[src/rtl/rst_sync_reg_bank.sv]
// Multi-channel register bank: async active-low reset, synchronised release,
// programmable hold period, then per-channel loads gated by Ready.
module rst_sync_reg_bank #(
   parameter int               WIDTH       = 8,
   parameter int               CHANNELS    = 4,
   parameter logic [WIDTH-1:0] RESET_VAL   = '0,
   parameter int               SYNC_STAGES = 2,
   parameter int               HOLD_CYCLES = 4
) (
   input  logic                      clock,
   input  logic                      Rst_n,
   input  logic [CHANNELS*WIDTH-1:0] A,
   input  logic [CHANNELS-1:0]       En,
   input  logic                      Clr,
   output logic [CHANNELS*WIDTH-1:0] Q,
   output logic                      Ready
);

   localparam logic [7:0] HOLD_LIM = 8'(HOLD_CYCLES);

   typedef enum logic [1:0] {
      ST_RESET = 2'd0,
      ST_HOLD  = 2'd1,
      ST_RUN   = 2'd2
   } state_t;

   logic [SYNC_STAGES-1:0] sync_reg;
   logic                   rs;
   state_t                 state_reg, state_next;
   logic [7:0]             cnt_reg, cnt_next;
   logic                   ready_reg, ready_next;

   // Release synchroniser: ones ripple in only while Rst_n is high.
   always_ff @(posedge clock or negedge Rst_n) begin
      if (!Rst_n) begin
         sync_reg <= '0;
      end else begin
         sync_reg <= {sync_reg[SYNC_STAGES-2:0], 1'b1};
      end
   end

   assign rs = sync_reg[SYNC_STAGES-1];

   always_ff @(posedge clock or negedge Rst_n) begin
      if (!Rst_n) begin
         state_reg <= ST_RESET;
         cnt_reg   <= 8'd0;
         ready_reg <= 1'b0;
      end else begin
         state_reg <= state_next;
         cnt_reg   <= cnt_next;
         ready_reg <= ready_next;
      end
   end

   always_comb begin
      state_next = state_reg;
      cnt_next   = cnt_reg;
      ready_next = ready_reg;
      case (state_reg)
         ST_RESET, ST_HOLD: begin
            if (rs) begin
               // Counter stops at the limit, so it can never wrap.
               if (cnt_reg == HOLD_LIM) begin
                  state_next = ST_RUN;
                  ready_next = 1'b1;
               end else begin
                  state_next = ST_HOLD;
                  cnt_next   = cnt_reg + 8'd1;
               end
            end
         end
         ST_RUN: begin
            ready_next = 1'b1;
         end
         default: begin
            state_next = ST_RESET;
            cnt_next   = 8'd0;
            ready_next = 1'b0;
         end
      endcase
   end

   assign Ready = ready_reg;

   // Loads act only on edges where Ready is already high; nothing is queued.
   generate
      for (genvar gi = 0; gi < CHANNELS; gi++) begin : g_ch
         logic [WIDTH-1:0] q_reg;

         always_ff @(posedge clock or negedge Rst_n) begin
            if (!Rst_n) begin
               q_reg <= RESET_VAL;
            end else if (ready_reg) begin
               if (Clr) begin
                  q_reg <= RESET_VAL;
               end else if (En[gi]) begin
                  q_reg <= A[gi*WIDTH +: WIDTH];
               end
            end
         end

         assign Q[gi*WIDTH +: WIDTH] = q_reg;
      end
   endgenerate

endmodule

[config.mk]
export PLATFORM = sky130hd
export DESIGN_NAME = rst_sync_reg_bank
export DESIGN_NICKNAME = d
export VERILOG_FILES = /design/src/rtl/rst_sync_reg_bank.sv
export SDC_FILE = /design/constraint.sdc
export NUM_CORES = 1
export LEC_CHECK = 0
export ABC_CLOCK_PERIOD_IN_PS = 1900
export BUFFER_PORTS_ARGS = -buffer_cell sky130_fd_sc_hd__clkbuf_2
export CAP_MARGIN = 10
export CORE_AREA = 3 3 70 72
export DETAILED_ROUTE_END_ITERATION = 10
export DIE_AREA = 0 0 73 75
export GPL_TIMING_DRIVEN = 1
export PLACE_DENSITY = 0.75
export SLEW_MARGIN = 20
export SYNTH_ARGS = -nofsm -noshare
export SYNTH_HDL_FRONTEND = slang
export SYNTH_SLANG_ARGS = --single-unit
export TNS_END_PERCENT = 100
[constraint.sdc]
create_clock -name clock -period 1.9 [get_ports clock]
set_clock_uncertainty 0.1 [all_clocks]
set_input_delay 0.19 -clock clock [delete_from_list [all_inputs] [get_ports clock]]
set_output_delay 0.19 -clock clock [all_outputs]
set_load 0.01 [all_outputs]
### After elaboration in Yosys (flattened, before gate mapping)

Cells that the tools add are included.

| storage, ports and cells | value |
|---|---|
| output and inout bits | 33 |
| input port bits | 39 |
| bits in registers | 45 |

| operators by class | value |
|---|---|
| bitwise logic cells | 1 |
| equal/unequal tests | 6 |
| add/sub/neg operators | 1 |
| reductions and logical operators | 13 |
| mux-type cells | 17 |

Operator list:

| operator | count |
|---|---|
| $mux W8 | 10 |
| $pmux W8 S2 | 1 |
| $reduce_and A2 Y1 | 6 |
| $add A8 B1 Y8 const B | 1 |
| $eq A8 B3 Y1 const B | 1 |
| $reduce_bool A2 Y1 | 4 |
| $ne A2 B2 Y1 const B | 3 |
| $mux W2 | 2 |
| $pmux W2 S2 | 1 |
| $reduce_and A3 Y1 | 1 |
| $eq A2 B1 Y1 const B | 1 |
| $eq A2 B2 Y1 const B | 1 |
| $logic_not A2 Y1 | 1 |
| $mux W1 | 2 |
| $pmux W1 S2 | 1 |
| $reduce_or A2 Y1 | 1 |
| $not A1 Y1 | 1 |

### Longest topological paths before layout

| depth | value |
|---|---|
| depth in word-level cells | 4 |
| mapped depth | 6 |
| gate-level depth less buffers | 5 |

### Worst setup path before layout

Ideal clock, no wire load.

| timing | value |
|---|---|
| path type | reg2reg |
| start point | register state_reg[1] |
| end point | register cnt_reg[4] |
| required time | 1.679 ns |
| data arrival time | 1.353 ns |
| slack | 0.326 ns |
| stages on the path, launching flop included | 6 |
| period minus slack after synthesis | 1.574 ns |
| setup time | 0.121 ns |
| cells stage by stage | dfrtp_1 -> buf_2 -> nand2b_1 -> a31oi_2 -> mux2_1 -> a22o_1 |

| on the way | value |
|---|---|
| word-level cells in the longest chain between the ends | 4 |
| elaborated cells between the ends (all ways) | 9 |
| those cells by class | eq/ne (4); mux (1); bitwise (1); reduce/logical (3) |

RTL lines:

| element | RTL line | text |
|---|---|---|
| start, declared | 29 | `state_t state_reg, state_next;` |
| start signal, assigned | 50 | `state_reg <= state_next;` |
| $eq A2 B1 Y1 / $logic_not A2 Y1 (equally long branches) | 60 | `case (state_reg)` |
| $reduce_or A2 Y1 | 60 |  |
| $ne A2 B2 Y1 (no line) | - |  |
| $reduce_and A3 Y1 (no line) | - |  |
| end signal, assigned | 51 | `cnt_reg <= cnt_next;` |
| end, declared | 30 | `logic [7:0] cnt_reg, cnt_next;` |

Parallel ways exist; a longest one is shown, timed or not.
A chain may end at the register's enable or synchronous reset.

### Final worst setup path

| timing | value |
|---|---|
| start point | register cnt_reg[0] |
| end point | register cnt_reg[4] |

| on the way | value |
|---|---|
| word-level cells in the longest chain between the ends | 4 |
| elaborated cells between the ends (all ways) | 7 |
| those cells by class | add/sub (1); eq/ne (2); mux (3); reduce/logical (1) |

RTL lines:

| element | RTL line | text |
|---|---|---|
| $add A8 B1 Y8 | 69 | `cnt_next = cnt_reg + 8'd1;` |
| $mux W8 | 64 | `if (cnt_reg == HOLD_LIM) begin` |
| $mux W8 | 62 | `if (rs) begin` |
| $pmux W8 S2 | 60 |  |

Parallel ways exist; a longest one is shown, timed or not. The select of a mux whose other input is x is not followed.

==> impl_metrics.json <==
{
  "regToRegSetupSlack_ns": 0.20,
  "fmax_ghz": 0.5872,
  "io-pin-count": 72,
  "netlist_instances": 206,
  "critical_path_arrival_ns": 1.80,
  "final_area_sq_um": 2706,
  "crit_required_ns": 1.99,
  "p_switching_mw": 1.388,
  "holdWs_ns": 0.06108,
  "synth.largest_area_cell": "dfrtp_1",
  "postSynthAreaPerCell_sq_um": 10.48,
  "ys_ff_latch": 45,
  "nNetsFinal": 318,
  "synth_top_family_by_area": "compound AO/OA/AOI/OAI gates",
  "cts_buffers": 5,
  "num_rows": 24,
  "pwr-share-seq_pct": 40.5,
  "rsz0062_at_grt": "false",
  "pwr-share-comb_pct": 37.6,
  "gp_congestion": 0.8268,
  "io_buffers": 71,
  "p_per_area_nw_per_um2": 1435,
  "synth_top_area_share_pct": 52.14,
  "cap_violations": 0,
  "synth_edf_count": 0,
  "cts.sinks": 45,
  "switching_share_pct": 35.72,
  "fin_crit_ns": 1.703,
  "endpoint": "cnt_reg[4]$_DFFE_PN0P_",
  "root_buffer": "clkbuf_8",
  "overflow": 0,
  "setup_tns_ns": 0,
  "cts.clk_slew.worst_paths_ns": 0.09,
  "synth_fa_ha_area_share_pct": 1.159,
  "hold_violations": 0,
  "timing.rr.start": "cnt_reg[0]$_DFFE_PN0P_",
  "diodes": 0,
  "synth-simple-area-share_pct": 12.51,
  "avgRoutedWirePerCell_microns": 14.46,
  "crit_start": "cnt_reg[0]$_DFFE_PN0P_",
  "worst-setup-path-type": "flop to flop",
  "cts_buffer_depth": 2,
  "dp_hpwl_microns": 3512,
  "synth_cell_types": 35,
  "synth-xor-area-share_pct": 0,
  "initial_core_util_pct": 49.60,
  "core_region_area_sq_um": 4354,
  "finalSetupViolCount": 0,
  "final_cell_mix": "clkbuf_2 (71), dfrtp_1 (45), a21oi_1 (20)",
  "worstPathMaxFanout": 5,
  "drtIter0Drc": 117,
  "grt_pass1_vias": 1615,
  "dieWidth_microns": 73,
  "synth_ff_type": "dfrtp_1",
  "routed_wl_microns": 4771,
  "die-area_sq_um": 5475,
  "fp.dieH_microns": 75,
  "yosysWarnings": 0,
  "worst_slew_pin_slew_ns": 0.6469,
  "grt_first_pass_wirelength_microns": 7893,
  "cts_hold_buf": 1,
  "vias": 1792,
  "clockPowerShare_pct": 21.9,
  "worst-r2r-cell-count": 5,
  "drive_above_1_share_pct": 31.65,
  "intPower_mw": 2.497,
  "yosysSeqAreaShare_pct": 52.14,
  "synth_mux_area_share_pct": 2.433,
  "cts_resized": 0,
  "startpoint_type": "flop",
  "synthTopCellsByArea": "dfrtp_1 (52%), o2bb2ai_1 (7.3%), a2bb2oi_1 (5.7%)",
  "synth_nets": 247,
  "grt.total_usage_pct": 18.65,
  "grt_max_degree": 33,
  "ir_drop_v": 0.0005834,
  "ctsHtreeMaxLevel": 2,
  "finalMaxSlewViolations": 0,
  "remaining_drc_errors": 0,
  "viasPerCell": 5.430,
  "antenna_found_initial": 0,
  "ant_nets": 0,
  "worst_slack_ns": 0.1971,
  "syn_area_sq_um": 2160,
  "postPlaceCellArea_sq_um": 2562,
  "timing.final.crit_share_pct": 89.63,
  "leakagePower_nw": 1.317,
  "run_status": "finished clean",
  "synth-async-reset-ratio_pct": 100.0,
  "max_slew_margin_pct": 56.87,
  "clk_latency_ns": 0.30,
  "postCtsSetupBuffers": 0,
  "cts_tree": "done",
  "crit_path_end_kind": "flop",
  "synth_compound_area_share_pct": 25.72,
  "final_common_cell": "clkbuf_2",
  "dr.pass1.iters": 4,
  "area_growth_pct": 25.32,
  "reg2reg_to": "cnt_reg[4]$_DFFE_PN0P_",
  "hold_path_class": "primary input to flop",
  "fin_util_pct": 62.16,
  "largest_reg_flops": 32,
  "pre_cts_ws_ns": 0.2146
}
area by class of cell:
cell class | count | area [sq um]
clock buffer | 5 | 68.82
inverter | 17 | 63.81
tap | 52 | 65.06
clock inverter | 3 | 65.06
fill | 365 | 1648
sequential | 45 | 1126
timing repair buffer | 78 | 410.4
multi-input combinational | 130 | 907.1
cells by family (layout without fill, tap and decap cells):
family          count (synthesis)  count (layout)
compound gates                 77              77
fa+ha+maj                       2               2
buf+inv                        31             103
flops                          45              45
mux                             5               5
other cells                     1               1
simple gates                   45              45
cells in the mapped netlist, drive strengths merged, types with 3 or more instances:
cell type	n
a21oi	20
a2bb2oi	14
and2	4
buf	3
clkbuf	11
dfrtp	45
inv	16
mux2i	3
nand2	6
nand3	5
nor2	3
nor2b	19
o22ai	16
o2bb2ai	18
routing by layer:
layer	wire length, microns	vias to the layer above	GRT usage (%)	share of wire [%]
li1	-	889	-	-
met1	2158	848	25.39	45
met2	2269	49	29.39	48
met3	277	6	4.539	5.8
met4	65	0	6.148	1.4
met5	0	-	0	0
metrics by stage:
step	std cells	power [mW]
after global routing	330	4.185
after detailed placement	321	3.070
after floorplan	206	2.512
after CTS	330	3.922
after global placement	321	3.020
final	330	3.885
worst max-delay path, cell delays in order, from the launching register on:
cell and delay [ns]:
dfrtp_1 0.43, inv_1 0.06, ha_1 0.23, a31oi_2 0.25, mux2_1 0.36, a22o_1 0.18
power groups by stage:
stage | combinational, mW | clock [mW] | sequential (mW)
after floorplan | 0.870 | 0 | 1.64
after global placement | 1.44 | 0 | 1.58
after detailed placement | 1.48 | 0 | 1.59
after CTS | 1.48 | 0.867 | 1.58
after global routing | 1.64 | 0.917 | 1.62
final | 1.46 | 0.849 | 1.57
worst min path at each step:
stage	endpoint	slack (ns)	cells past startpoint	from
after CTS	g_ch[0].q_reg[4]$_DFFE_PN0P_	0.06	3	A[4]
final	g_ch[0].q_reg[4]$_DFFE_PN0P_	0.06	3	A[4]
after global placement	g_ch[3].q_reg[4]$_DFFE_PN0P_	0.04	1	Rst_n
after global routing	g_ch[2].q_reg[4]$_DFFE_PN0P_	0.07	3	A[20]
after detailed placement	g_ch[3].q_reg[4]$_DFFE_PN0P_	0.04	1	Rst_n
after floorplan	Ready$_DFFE_PN0P_	-0.21	0	Rst_n
Note: power is estimated with default switching activity, not from simulation.
